===== config.mk =====
export PLATFORM = sky130hd
export DESIGN_NAME = carry_normalizer_flat
export DESIGN_NICKNAME = d
export VERILOG_FILES = /design/src/rtl/carry_normalizer_if.sv /design/src/rtl/carry_normalizer.sv /design/src/flat_wrapper.sv
export SDC_FILE = /design/constraint.sdc
export NUM_CORES = 1
export LEC_CHECK = 0
export CORE_MARGIN = 4
export CORE_UTILIZATION = 46
export DETAILED_ROUTE_END_ITERATION = 10
export GPL_ROUTABILITY_DRIVEN = 0
export PLACE_DENSITY = 0.77
export REMOVE_ABC_BUFFERS = 1
export SETUP_SLACK_MARGIN = 0.4
export SYNTH_ARGS = -nofsm -noshare
export SYNTH_HDL_FRONTEND = slang
export SYNTH_SLANG_ARGS = --single-unit

===== constraint.sdc =====
create_clock -name clk -period 32.6 [get_ports clk]
set_input_delay 6.52 -clock clk [delete_from_list [all_inputs] [get_ports clk]]
set_output_delay 6.52 -clock clk [all_outputs]
set_load 0.1 [all_outputs]

===== src/rtl/carry_normalizer_if.sv =====
// Stream bundle for carry_normalizer: parallel redundant limbs in, canonical words out.
// The slave modport is the normalizer; the master modport is its producer/consumer side.
interface carry_normalizer_if #(
  parameter int NUM_ELEMENTS = 17,
  parameter int BIT_LEN      = 17,
  parameter int WORD_LEN     = 16
);
  localparam int NUM_LIMBS = 2 * NUM_ELEMENTS;
  localparam int CARRY_BIT = BIT_LEN - WORD_LEN + 1;
  localparam int IDX_BIT   = $clog2(NUM_LIMBS);

  logic                 in_valid;
  logic                 in_ready;
  logic [BIT_LEN-1:0]   in_limbs [NUM_LIMBS];
  logic                 out_valid;
  logic                 out_ready;
  logic [WORD_LEN-1:0]  out_word;
  logic [IDX_BIT-1:0]   out_idx;
  logic                 out_last;
  logic [CARRY_BIT-1:0] out_carry;

  modport master (
    output in_valid, in_limbs, out_ready,
    input  in_ready, out_valid, out_word, out_idx, out_last, out_carry
  );

  modport slave (
    input  in_valid, in_limbs, out_ready,
    output in_ready, out_valid, out_word, out_idx, out_last, out_carry
  );
endinterface


===== src/rtl/carry_normalizer.sv =====
// Serial carry propagation: captures 2*NUM_ELEMENTS redundant limbs and streams the
// canonical product as WORD_LEN-bit words, least significant first, one per handshake.
module carry_normalizer #(
  parameter int NUM_ELEMENTS = 17,
  parameter int BIT_LEN      = 17,
  parameter int WORD_LEN     = 16
) (
  input  logic              clk,
  input  logic              rst_n,
  carry_normalizer_if.slave bus,
  output logic              busy
);
  localparam int NUM_LIMBS = 2 * NUM_ELEMENTS;
  localparam int CARRY_BIT = BIT_LEN - WORD_LEN + 1;
  localparam int IDX_BIT   = $clog2(NUM_LIMBS);
  localparam int SUM_W     = CARRY_BIT + WORD_LEN;
  localparam logic [IDX_BIT-1:0] LAST_IDX = IDX_BIT'(NUM_LIMBS - 1);

  generate
    if (BIT_LEN <= WORD_LEN) begin : g_bad_width
      $error("carry_normalizer: BIT_LEN must exceed WORD_LEN");
    end
  endgenerate

  typedef enum logic {IDLE, RUN} state_t;

  state_t               state_q, state_d;
  logic [CARRY_BIT-1:0] carry_q, carry_d;
  logic [IDX_BIT-1:0]   idx_q, idx_d;
  logic [BIT_LEN-1:0]   limb_buf_q [NUM_LIMBS];
  logic [BIT_LEN-1:0]   limb_buf_d [NUM_LIMBS];

  logic [SUM_W-1:0]     sum;
  logic [CARRY_BIT-1:0] next_carry;
  logic                 running;
  logic                 is_last;
  logic                 capture;
  logic                 advance;

  // SUM_W is BIT_LEN+1, so limb + carry can never overflow it.
  assign sum        = SUM_W'(limb_buf_q[idx_q]) + SUM_W'(carry_q);
  assign next_carry = sum[SUM_W-1:WORD_LEN];

  assign running = (state_q == RUN);
  assign is_last = running && (idx_q == LAST_IDX);
  assign advance = running && bus.out_ready;
  assign capture = bus.in_valid && bus.in_ready;
  assign busy    = running;

  // in_ready looks through out_ready so the next product lands on the last beat.
  assign bus.in_ready  = (state_q == IDLE) || (is_last && bus.out_ready);
  assign bus.out_valid = running;
  assign bus.out_word  = running ? sum[WORD_LEN-1:0] : '0;
  assign bus.out_idx   = running ? idx_q : '0;
  assign bus.out_last  = is_last;
  assign bus.out_carry = is_last ? next_carry : '0;

  always_comb begin
    state_d    = state_q;
    carry_d    = carry_q;
    idx_d      = idx_q;
    limb_buf_d = limb_buf_q;
    if (capture) begin
      state_d    = RUN;
      carry_d    = '0;
      idx_d      = '0;
      limb_buf_d = bus.in_limbs;
    end else if (advance) begin
      if (is_last) begin
        state_d = IDLE;
        carry_d = '0;
        idx_d   = '0;
      end else begin
        carry_d = next_carry;
        idx_d   = idx_q + IDX_BIT'(1);
      end
    end
  end

  always_ff @(posedge clk or negedge rst_n) begin
    if (!rst_n) begin
      state_q <= IDLE;
      carry_q <= '0;
      idx_q   <= '0;
    end else begin
      state_q <= state_d;
      carry_q <= carry_d;
      idx_q   <= idx_d;
    end
  end

  // The limb buffer carries no reset; its contents only matter after a capture.
  always_ff @(posedge clk) begin
    limb_buf_q <= limb_buf_d;
  end
endmodule


===== src/flat_wrapper.sv =====
// flat-port wrapper written by rule: the top's interface ports become plain ports
module carry_normalizer_flat 
#(
  parameter int NUM_ELEMENTS = 17,
  parameter int BIT_LEN      = 17,
  parameter int WORD_LEN     = 16
)
  (clk, rst_n, busy, bus_in_valid, bus_in_limbs, bus_out_ready, bus_in_ready, bus_out_valid, bus_out_word, bus_out_idx, bus_out_last, bus_out_carry);
  carry_normalizer_if #(.NUM_ELEMENTS(NUM_ELEMENTS), .BIT_LEN(BIT_LEN), .WORD_LEN(WORD_LEN)) bus_i ();
  input  logic clk;
  input  logic rst_n;
  output logic busy;
  input wire logic [$bits(bus_i.in_valid)-1:0] bus_in_valid;
  input wire logic [$bits(bus_i.in_limbs)-1:0] bus_in_limbs;
  input wire logic [$bits(bus_i.out_ready)-1:0] bus_out_ready;
  output wire logic [$bits(bus_i.in_ready)-1:0] bus_in_ready;
  output wire logic [$bits(bus_i.out_valid)-1:0] bus_out_valid;
  output wire logic [$bits(bus_i.out_word)-1:0] bus_out_word;
  output wire logic [$bits(bus_i.out_idx)-1:0] bus_out_idx;
  output wire logic [$bits(bus_i.out_last)-1:0] bus_out_last;
  output wire logic [$bits(bus_i.out_carry)-1:0] bus_out_carry;
  assign bus_i.in_valid = bus_in_valid;
  assign bus_i.in_limbs = {>>{bus_in_limbs}};
  assign bus_i.out_ready = bus_out_ready;
  assign bus_in_ready = bus_i.in_ready;
  assign bus_out_valid = bus_i.out_valid;
  assign bus_out_word = bus_i.out_word;
  assign bus_out_idx = bus_i.out_idx;
  assign bus_out_last = bus_i.out_last;
  assign bus_out_carry = bus_i.out_carry;
  carry_normalizer #(.NUM_ELEMENTS(NUM_ELEMENTS), .BIT_LEN(BIT_LEN), .WORD_LEN(WORD_LEN)) u_core (.clk(clk), .rst_n(rst_n), .bus(bus_i), .busy(busy));
endmodule

Word-level counts from Yosys, hierarchy flattened

Index checks and enable logic that the tools add are counted.

Flip-flop bits (word level): 587
Output and inout port bits: 28
Logic and storage cells: 66

Add/sub/neg operators: 2
Magnitude comparators: 1
Eq/ne operators: 1
Mux-type cells: 15
Bitwise gates (word level): 2
Reduce and logical (&&, ||, !) cells: 8

Operators with widths:

| cell                                                           | count |
|---|---|
| 17-bit binary-select mux with 6-bit select                     | 1 |
| 17-bit 2-to-1 mux                                              | 2 |
| 6-bit 2-to-1 mux                                               | 4 |
| 17-bit by 2-bit adder with 18-bit output                       | 1 |
| 16-bit 2-to-1 mux                                              | 1 |
| 2-bit 2-to-1 mux                                               | 4 |
| 7-bit greater-or-equal comparator (second input constant)      | 1 |
| 6-bit inverter with 7-bit output                               | 1 |
| 6-bit by 1-bit adder with 6-bit output (second input constant) | 1 |
| 6-bit equality test (second input constant)                    | 1 |
| 1-bit logical AND                                              | 4 |
| 2-bit nonzero test                                             | 2 |
| 1-bit 2-to-1 mux                                               | 3 |
| 2-bit AND reduction                                            | 1 |
| 1-bit logical OR                                               | 1 |
| 1-bit inverter                                                 | 1 |

Logic depth before layout (Yosys ltp)

Gate-level depths: netlist (run 1).

Depth after elaboration: 8
Depth in mapped cells: 23
Depth with buffers taken out: 12

Worst setup path after synthesis (run 1)

Ideal clock, no wire load.

Kind: input port to flip-flop
Start: input port bus_out_ready
End: register u_core.limb_buf_q[0] (netlist bit), enable pin
Library setup time: 1.588 ns
Data arrival time: 31.802 ns
Required time: 31.012 ns
Slack: -0.790 ns
Cell stages on the path: 2
Buffers on the path: 0
Cells stage by stage: a21boi_0 -> nor2b_1

Word-level cells in the longest chain between the ends: 3

Ends and longest elaborated chain:

| item                   | RTL line               | text |
|---|---|---|
| start: declaration     | flat_wrapper.sv:15     | `input wire logic [$bits(bus_i.out_ready)-1:0] bus_out_ready;` |
| 1-bit logical AND      | carry_normalizer.sv:51 | `assign bus.in_ready = (state_q == IDLE) \|\| (is_last && bus.out_ready);` |
| 1-bit logical OR       | carry_normalizer.sv:51 |  |
| 1-bit logical AND      | carry_normalizer.sv:47 | `assign capture = bus.in_valid && bus.in_ready;` |
| net u_core.capture     | carry_normalizer.sv:37 | `logic capture;` |
| end signal: assignment | carry_normalizer.sv:94 | `limb_buf_q <= limb_buf_d;` |
| end: declaration       | carry_normalizer.sv:30 | `logic [BIT_LEN-1:0] limb_buf_q [NUM_LIMBS];` |

The timed path passes the listed nets, and every way through them passes these cells.
A chain may end at the register's enable or synchronous reset.

Final worst setup path (run 1)

Start: input port bus_out_ready
End: output port bus_in_ready

Word-level cells in the longest chain between the ends: 2

Ends and longest elaborated chain:

| item              | RTL line               | text |
|---|---|---|
| 1-bit logical AND | carry_normalizer.sv:51 |  |
| 1-bit logical OR  | carry_normalizer.sv:51 |  |
| end: declaration  | flat_wrapper.sv:16     | `output wire logic [$bits(bus_i.in_ready)-1:0] bus_in_ready;` |

Every way passes these cells.

==> results.txt, run 1 <==
Die width -> 235 microns
Top cells by count, synth -> 578 x edfxtp_1, 113 x mux2i_1, 73 x mux4_2
Crit Path Class -> primary input to output port
Critical path required time -> 26.08 ns
Largest net degree at the start of global routing -> 195
Seq/Total Area, Yosys -> 74.4%
Setup Viol. Count Final -> 0
Synth Warn # -> 0
Row cnt -> 82
Layout net count -> 2361
Layout cell share with drive strength beyond 1 -> 11.3%
ANT nets after route -> 0
Hold Path Class -> register to register
Finished Cell Area -> 32000 sq um
Main synth FF type -> edfxtp_1
Starting Density -> 46.8%
PortBufs -> 609
Drt first pass iters -> 5
Peak supply drop -> 0.0554 mV
Achievable frequency -> 66.1 MHz
Placed insts -> 2385
Rel. slew slack -> 19.7%
CP Data Arrival Time -> 8.62 ns
First-pass GRT wire length -> 99.8 mm
Final period util -> 46.4%
Comb power frac -> 35.9%
Post-synthesis instance total -> 1152
Vias in the first global route -> 15100
Sw frac -> 35.4%
WL per Instance -> 27.7 microns
Post-cts sizing count -> 0
# fillers -> 3494
Top cells by area, synth -> edfxtp_1 73%, mux4_2 7.0%, mux2i_1 4.8%, mux4_1 2.4%, dfrtp_1 0.95%
Syn Area/Cell -> 20.5 sq um
Clk pwr share -> 27.0%
Min cycle time layout -> 15.14 ns
Area of the multi-input gates -> 5380 sq um
Synth area leader -> edfxtp_1
Int Pwr -> 1.52 mW
GRT overflow -> 0
Area grow syn2layout -> 35.3%
Worst Path Max Fanout -> 4
Startpoint Class -> primary input
Leak pwr -> 10.6 nW
DPL Wire Length -> 50.1 mm
Sink Count -> 587
Final setup TNS -> 0 ns
RSZ-0062 raised after global routing -> false
Cell Pwr Density -> 73.8 nW/um^2
Yosys top cell area share -> 73.5%
Hold_buf cts -> 0
Distinct cells, synth -> 79
Fin util -> 63.3%
Core ar. -> 50500 sq um
CP Capture Type -> output port
Die Ht -> 235 microns
Fin. Hold Viols -> 0
Worst Skew -> 0.0283 ns
Gr usage total -> 24.5%
Via-to-Cell Ratio -> 5.46
Least-Margin Pin Slew -> 1.20 ns
CTS Buffer Depth -> 3
Clk slew on worst S/H paths -> 0.06 ns
IO Count -> 610
Cell area after synthesis -> 23600 sq um
Inserted Clock Buffers -> 59
Max cap viols -> 0
Clock latency on the worst-skew pair -> 0.61 ns
Number of synthesized register bits -> 587
Total number of vias -> 13700
TritonCTS clock tree -> yes
H-tree levels -> 2
Flip-flop and latch area -> 17600 sq um
Initial antenna violation count -> 17
DIE AREA -> 55000 sq um
DR iter-0 viols -> 1095
Dpl cell area -> 30100 sq um
Status -> complete, no violations
Max-slew violation count -> 0
Final std cells w/o fill -> 2509
Post-synth EDFFs -> 578
Cell with the most instances after synthesis -> edfxtp_1
Async S/R FF share, synth -> 1.53%
Net Sw Power -> 0.835 mW
Root Driver -> clkbuf_16
Post-CTS Setup Bufs -> 0
DRT Wirelength -> 69.5 mm
Seq pwr share -> 37.1%
WHS -> 0.566 ns
DRC -> 0
## critical path, stage by stage
cell and delay [ns]:
clkdlybuf4s50_1 0.47, a21boi_0 0.55, inv_1 0.09, clkdlybuf4s50_1 0.99
## power by group through the flow
stage / logic (mW) / registers (mW) / clock network, mW
floorplan: 0.551 / 0.948 / 0
global placement: 0.846 / 0.891 / 0
detailed placement: 0.854 / 0.892 / 0
CTS: 0.857 / 0.877 / 0.650
global route: 0.891 / 0.879 / 0.681
finish: 0.846 / 0.876 / 0.637
## routing by layer
metal | up-vias | GRT usage (%) | routed length, microns
li1 | 6058 | - | -
met5 | - | 0 | 18
met4 | 4 | 6.53 | 1640
met1 | 6926 | 29.1 | 25700
met2 | 606 | 43.7 | 36400
met3 | 114 | 7.18 | 5690
## registers in the layout, indices dropped and copies added (netlist names)
register,cells
u_core.carry_q,2
u_core.idx_q,6
u_core.bus.out_valid,1
u_core.limb_buf_q,578
## cell usage in the layout, fill, tap and decap left out, drive strengths merged, types with 18 or more instances in the layout
cell and instances:
nand2 24, clkinv 32, and2 21, clkdlybuf4s50 609, mux4 95, buf 18
edfxtp 578, clkbuf 74, mux2i 113, o22ai 24, nor2 20
## through the flow
| stage | total power [mW] | setup WS (ns) |
|---|---|---|
| after floorplan | 1.50 | -0.790 |
| after global placement | 1.74 | 17.57 |
| after detailed placement | 1.75 | 17.50 |
| after CTS | 2.38 | 17.50 |
| after global routing | 2.45 | 17.40 |
| final | 2.36 | 17.46 |
## logic make-up (layout without fill, tap and decap cells)
group                    Yosys count  in the layout  share of synthesized area [%]
other                              0             12                              0
flip-flops                       587            587                           74.4
XOR/XNOR                          16             16                          0.593
buffers and inverters             74            747                           2.82
AND/OR/NAND/NOR                  120            120                           2.96
multiplexers                     224            224                           15.0
adder cells (fa/ha/maj)            5              5                          0.297
AO/OA/AOI/OAI                    126            126                           3.94
## final timing paths
kind                       slack (ns)              start  depth (start not counted)                end
max                             17.46      bus_out_ready                          4       bus_in_ready
min                              0.57  u_core.carry_q[0]                          2  u_core.carry_q[0]
max reg2reg                     27.58    u_core.idx_q[1]                         12  u_core.carry_q[1]
min reg2reg                      0.57  u_core.carry_q[0]                          2  u_core.carry_q[0]
max in group asynchronous       26.03              rst_n                          1    u_core.idx_q[3]
min in group asynchronous        6.22              rst_n                          1    u_core.idx_q[0]
## final cells by class
cell class / count / area share [%]
Timing Repair Buffer: 627 / 19.6
Tap cell: 672 / 2.63
Multi-Input combinational cell: 491 / 16.8
Clock inverter: 38 / 0.834
Clock buffer: 74 / 4.86
Sequential cell: 587 / 55.0
Antenna cell: 12 / 0.0939
Inverter: 8 / 0.0939
Note: power is estimated with default switching activity, not from simulation.
==> run 2, diff against run 1 <==
==> constraint.sdc (replaced) <==
create_clock -name clk -period 15.3 [get_ports clk]
set_input_delay 3.06 -clock clk [delete_from_list [all_inputs] [get_ports clk]]
set_output_delay 3.06 -clock clk [all_outputs]
set_load 0.1 [all_outputs]
==> run 2 against run 1 <==
Wire length grew 1.3%. Final cell count about the same. Critical path depth increased by 10. Clock power up 130%. Register-to-register slack got worse by 18 ns. Final area grew 0.42%. Sequential power rose by 120%. Clock-buffer cell count is 6 lower. Die area is the same. Flip-flop and latch count did not move. Worst setup slack lost 12 ns. Critical path type is now register to output port.
==> results.txt, run 2 (synthesis results as in run 1) <==
Crit Path Class -> register to output port
Initial antenna violation count -> 20 (+3)
Sink Count -> 587 (unchanged)
Post-cts sizing count -> 0 (unchanged)
Total number of vias -> 13700 (+0.27%)
Leak pwr -> 10.7 nW (+0.54%)
ANT nets after route -> 0 (unchanged)
Crit-path cells -> buf_4 > mux4_2 > mux4_2 > mux2i_1 > o22ai_1 > ha_1 > fa_1 > nand2_1 > a211o_1 > or4b_1 > nor4_2 > xor2_1 > nor2_1 > clkdlybuf4s50_1
Clock latency on the worst-skew pair -> 0.61 ns (about the same)
DRT Wirelength -> 70.4 mm (+1.3%)
DPL Wire Length -> 51.2 mm (+2.2%)
WL per Instance -> 28.1 microns (+1.3%)
Vias in the first global route -> 15100 (-0.15%)
Largest registers -> u_core.limb_buf_q: 578 flops, u_core.idx_q: 6 flops, u_core.carry_q: 2 flops
Largest net degree at the start of global routing -> 219 (+12%)
Achievable frequency -> 99.1 MHz
Max cap viols -> 0 (unchanged)
Layout cell share with drive strength beyond 1 -> 11.7% (+0.40 points)
Worst path bufs/invs -> 2 (-1)
Leading cell type in the layout, fill and taps excluded -> clkdlybuf4s50_1
Final setup TNS -> 0 ns (unchanged)
Clk slew on worst S/H paths -> 0.06 ns (about the same)
Worst path max stage delay -> 1.22 ns (+0.23 ns)
Core ar. -> 50500 sq um (unchanged)
Setup Viol. Count Final -> 0 (unchanged)
Layout net count -> 2360 (-0.042%)
Flop2flop setup slack -> 9.80 ns (-17.78 ns)
Most frequent cells in the layout -> 609 x clkdlybuf4s50_1, 578 x edfxtp_1, 113 x mux2i_1
Die Ht -> 235 microns (unchanged)
Starting Density -> 46.8% (unchanged)
TritonCTS clock tree -> yes
Status -> complete, no violations
Post-CTS Setup Bufs -> 0 (unchanged)
Setup WS post-layout -> 5.21 ns (-12.25 ns)
Worst Path Max Fanout -> 50 (+46)
PortBufs -> 609 (unchanged)
Crit-path slowest cell -> clkdlybuf4s50_1
H-tree levels -> 2 (unchanged)
Cell Pwr Density -> 160 nW/um^2 (+120%)
Rel. slew slack -> 14.5% (-5.2 points)
DR iter-0 viols -> 1312 (+20%)
DIE AREA -> 55000 sq um (unchanged)
Die width -> 235 microns (unchanged)
Drt first pass iters -> 7 (+2)
Reg with most FFs -> u_core.limb_buf_q
DRC -> 0 (unchanged)
Final period util -> 65.9%
Hold Path Class -> register to register
Min cycle time layout -> 10.09 ns
Most used cell, CP -> mux4_2
Min-delay src -> u_core.carry_q[0]
Critical path required time -> 12.24 ns (-13.84 ns)
Largest register FFs -> 578 (unchanged)
Inserted Clock Buffers -> 60 (+1.7%)
GRT overflow -> 0 (unchanged)
Delay-heaviest family, CP -> buffers and inverters
Hold_buf cts -> 0 (unchanged)
Least-Margin Pin Slew -> 1.28 ns (+0.0784 ns)
CTS Buffer Depth -> 3 (unchanged)
Max-slew violation count -> 0 (unchanged)
RSZ-0062 raised after global routing -> false
Root Driver -> clkbuf_16
Peak supply drop -> 0.132 mV (+140%)
Startpoint Class -> register
Pre-CTS setup slack -> 5.77 ns (-11.73 ns)
CP Capture Type -> output port
CP Data Arrival Time -> 7.03 ns (-1.59 ns)
Reg2reg start -> u_core.idx_q[1]
First-pass GRT wire length -> 101 mm (+0.71%)
Gr usage total -> 24.9% (+0.47 points)
Area grow syn2layout -> 35.9%
Worst Setup SP -> u_core.idx_q[0]
Worst Skew -> 0.0216 ns (-0.00671 ns)
Row cnt -> 82 (unchanged)
Via-to-Cell Ratio -> 5.48 (+0.31%)
IO Count -> 610 (unchanged)
Fin. Hold Viols -> 0 (unchanged)
[run 2: cell types whose count changed in the layout (fill, tap and decap cells not counted), sizes merged, moves of 3 or more]
cell	before	now
bufinv	3	8
clkbuf	74	68
clkinv	32	26
clkinvlp	2	5
inv	9	12
[run 2: path summary, 6_finish.rpt]
check / to / cells after the start
max: bus_out_carry[0] / 14
min: u_core.carry_q[0] / 2
max reg2reg: u_core.limb_buf_q[295] / 11
min reg2reg: u_core.carry_q[0] / 2
max in group asynchronous: u_core.idx_q[1] / 1
min in group asynchronous: u_core.idx_q[4] / 1
[run 2: power breakdown]
group          switching (mW)  internal [mW]
Sequential             0.0832           1.81
Clock                   0.614          0.862
Combinational            1.11          0.663
[run 2: area by class of cell]
type	count	area [sq um]
fill	3471	18400
sequential	587	17600
timing repair buffer	625	6240
multi-input combinational	491	5380
clock buffer	68	1550
tap	672	841
clock inverter	43	425
antenna	14	35.0
inverter	8	30.0
[run 2: stage by stage]
stage / utilization [%] / power (mW) / instance area, sq um / hold slack [ns] / instances
final: 63.6 / 5.15 / 32100 / 0.581 / 2508
after global routing: 63.6 / 5.34 / 32100 / 0.607 / 2505
after CTS: 63.5 / 5.18 / 32100 / 0.574 / 2494
after global placement: 59.6 / 3.70 / 30100 / 0.545 / 2383
after floorplan: - / 3.19 / 23000 / 0.462 / 1086
after detailed placement: 59.6 / 3.71 / 30100 / 0.559 / 2383
[run 2: metal layers]
layer	up-vias	track usage [%]	wire length (microns)
met1	6876	29.6	25700
li1	6045	-	-
met3	132	7.99	6290
met5	-	0	93
met4	12	8.50	2340
met2	680	43.3	36000
[run 2: worst register-to-register path, cell delays in order (launching register included)]
cell and delay [ns]:
dfrtp_4 1.03, buf_4 0.66, buf_4 0.68, inv_1 0.18, ha_1 0.21, nor2b_1 0.12, nand3_1 0.20, inv_1 0.08
a21boi_0 0.58, nor2b_4 0.17, buf_4 0.37, buf_12 0.36
==> run 3, diff against run 2 <==
==> constraint.sdc (replaced) <==
create_clock -name clk -period 10.25 [get_ports clk]
set_input_delay 2.05 -clock clk [delete_from_list [all_inputs] [get_ports clk]]
set_output_delay 2.05 -clock clk [all_outputs]
set_load 0.1 [all_outputs]
==> run 3 against run 2 <==
Global-route usage is 0.20 points lower. Clock power rose by 43%. Final area down 0.24%. Largest cell class unchanged. Largest power group unchanged. Critical path depth fell by 3. Final cell count about the same. First-iteration DRC count up 3.5%. Worst setup slack worse by 3.7 ns. Highest routed layer unchanged. Sequential power is 49% higher. Worst hold slack got worse by 0.038 ns. Via count decreased by 0.79%. Power grew 48%.
==> results.txt, run 3 (synthesis results as in run 1) <==
Largest register FFs -> 578 (unchanged)
Least-Margin Pin Slew -> 1.19 ns (-0.0911 ns)
Leading cell type in the layout, fill and taps excluded -> clkdlybuf4s50_1
Layout cell share with drive strength beyond 1 -> 11.6% (-0.16 points)
Largest registers -> u_core.limb_buf_q: 578 flops, u_core.idx_q: 6 flops, u_core.carry_q: 2 flops
Achievable frequency -> 114 MHz
Layout net count -> 2360 (unchanged)
Leak pwr -> 10.6 nW (-0.27%)
Core ar. -> 50500 sq um (unchanged)
CP Capture Type -> output port
WL per Instance -> 28.1 microns (about the same)
Die width -> 235 microns (unchanged)
Max cap viols -> 0 (unchanged)
Post-cts sizing count -> 0 (unchanged)
Final std cells w/o fill -> 2507 (-0.040%)
Root Driver -> clkbuf_16
Sink Count -> 587 (unchanged)
Post-CTS Setup Bufs -> 0 (unchanged)
CP Data Arrival Time -> 6.69 ns (-0.34 ns)
Most frequent cells in the layout -> 608 x clkdlybuf4s50_1, 578 x edfxtp_1, 113 x mux2i_1
Final period util -> 85.2%
Final total power -> 7.60 mW (+48%)
Gr usage total -> 24.7% (-0.20 points)
Reg with most FFs -> u_core.limb_buf_q
Setup WS post-layout -> 1.51 ns (-3.70 ns)
Pre-CTS setup slack -> 2.15 ns (-3.62 ns)
Peak supply drop -> 0.315 mV (+140%)
Status -> complete, no violations
Delay-heaviest family, CP -> buffers and inverters
Startpoint Class -> register
Setup Viol. Count Final -> 0 (unchanged)
Min cycle time layout -> 8.74 ns
TritonCTS clock tree -> yes
Worst Path Max Fanout -> 37 (-26%)
Area grow syn2layout -> 35.6%
Final setup TNS -> 0 ns (unchanged)
IO Count -> 610 (unchanged)
Starting Density -> 46.8% (unchanged)
DRC -> 0 (unchanged)
Most used cell, CP -> buf_4
Finished Cell Area -> 32000 sq um (-0.24%)
Inserted Clock Buffers -> 58 (-3.3%)
Worst Skew -> 0.0138 ns (-0.00781 ns)
H-tree levels -> 2 (unchanged)
DPL Wire Length -> 52.3 mm (+2.2%)
PortBufs -> 609 (unchanged)
Largest net degree at the start of global routing -> 205 (-6.4%)
Die Ht -> 235 microns (unchanged)
Via-to-Cell Ratio -> 5.44 (-0.75%)
RSZ-0062 raised after global routing -> false
Worst path max stage delay -> 1.22 ns (about the same)
Fin. Hold Viols -> 0 (unchanged)
Clock latency on the worst-skew pair -> 0.60 ns (about the same)
Total number of vias -> 13600 (-0.79%)
DR iter-0 viols -> 1358 (+3.5%)
Initial antenna violation count -> 18 (-10%)
CTS Buffer Depth -> 3 (unchanged)
Hold Path Class -> register to register
Hold_buf cts -> 0 (unchanged)
Drt first pass iters -> 8 (+1)
DIE AREA -> 55000 sq um (unchanged)
Critical path required time -> 8.20 ns (-4.04 ns)
Worst path bufs/invs -> 3 (+1)
DRT Wirelength -> 70.4 mm (about the same)
Crit-path cells -> buf_4 > buf_4 > mux4_1 > a22o_1 > a211oi_1 > a211o_1 > or4b_1 > and4bb_2 > xor2_1 > and2_1 > clkdlybuf4s50_1
Cell Pwr Density -> 237 nW/um^2 (+48%)
Row cnt -> 82 (unchanged)
Clk slew on worst S/H paths -> 0.06 ns (about the same)
Vias in the first global route -> 14800 (-1.6%)
Rel. slew slack -> 20.3% (+5.8 points)
Crit-path slowest cell -> clkdlybuf4s50_1
Max-slew violation count -> 0 (unchanged)
Crit Path Class -> register to output port
Placed insts -> 2385 (+0.084%)
First-pass GRT wire length -> 99.3 mm (-1.2%)
Dpl cell area -> 30100 sq um (about the same)
GRT overflow -> 0 (unchanged)
ANT nets after route -> 0 (unchanged)
[run 3: changes by cell type in the layout (fill, tap and decap cells not counted), sizes merged]
cell / delta
buf: +3
inv: -3
bufinv: -1
clkdlybuf4s50: -1
clkinvlp: -2
clkinv: -1
clkbuf: +4
[run 3: final cells by class]
class / count / area (sq um)
fill: 3484 / 18500
sequential: 587 / 17600
timing repair buffer: 627 / 6250
multi-input combinational: 491 / 5380
clock buffer: 72 / 1530
tap: 672 / 841
clock inverter: 36 / 364
antenna: 14 / 35.0
inverter: 8 / 30.0
[run 3: path summary, 6_finish.rpt]
| check | cells after the start | from | endpoint | slack, ns |
|---|---|---|---|---|
| setup / recovery | 11 | u_core.idx_q[0] | bus_out_word[14] | 1.51 |
| hold / removal | 2 | u_core.carry_q[0] | u_core.carry_q[0] | 0.54 |
| setup reg to reg | 10 | u_core.idx_q[0] | u_core.carry_q[0] | 5.44 |
| hold reg to reg | 2 | u_core.carry_q[0] | u_core.carry_q[0] | 0.54 |
| max in group asynchronous | 1 | rst_n | u_core.idx_q[3] | 8.17 |
| min in group asynchronous | 1 | rst_n | u_core.idx_q[4] | 1.75 |
[run 3: metal layers]
metal / track usage (%) / share of wire (%)
met1: 30.3 / 38
met2: 41.6 / 50
met3: 7.68 / 8.7
met4: 9.27 / 3.5
met5: 0 / 0.098
[run 3: worst min-delay path, cell delays in order, from the launching register on]
cell	delay (ns)
dfrtp_1	0.38
nand2_1	0.06
o21ai_1	0.06
[run 3: stage by stage]
stage,utilization [%],hold slack [ns]
final,63.4,0.543
after global routing,63.4,0.591
after CTS,63.4,0.561
after detailed placement,59.6,0.549
after global placement,59.6,0.541
after floorplan,-,0.462
[run 3: where the power goes]
part	switching [mW]	leakage, nW	internal [mW]	total (mW)
sequential	0.123	5.30	2.70	2.83
clock	0.890	0.913	1.23	2.12
combinational	1.66	4.41	0.993	2.65
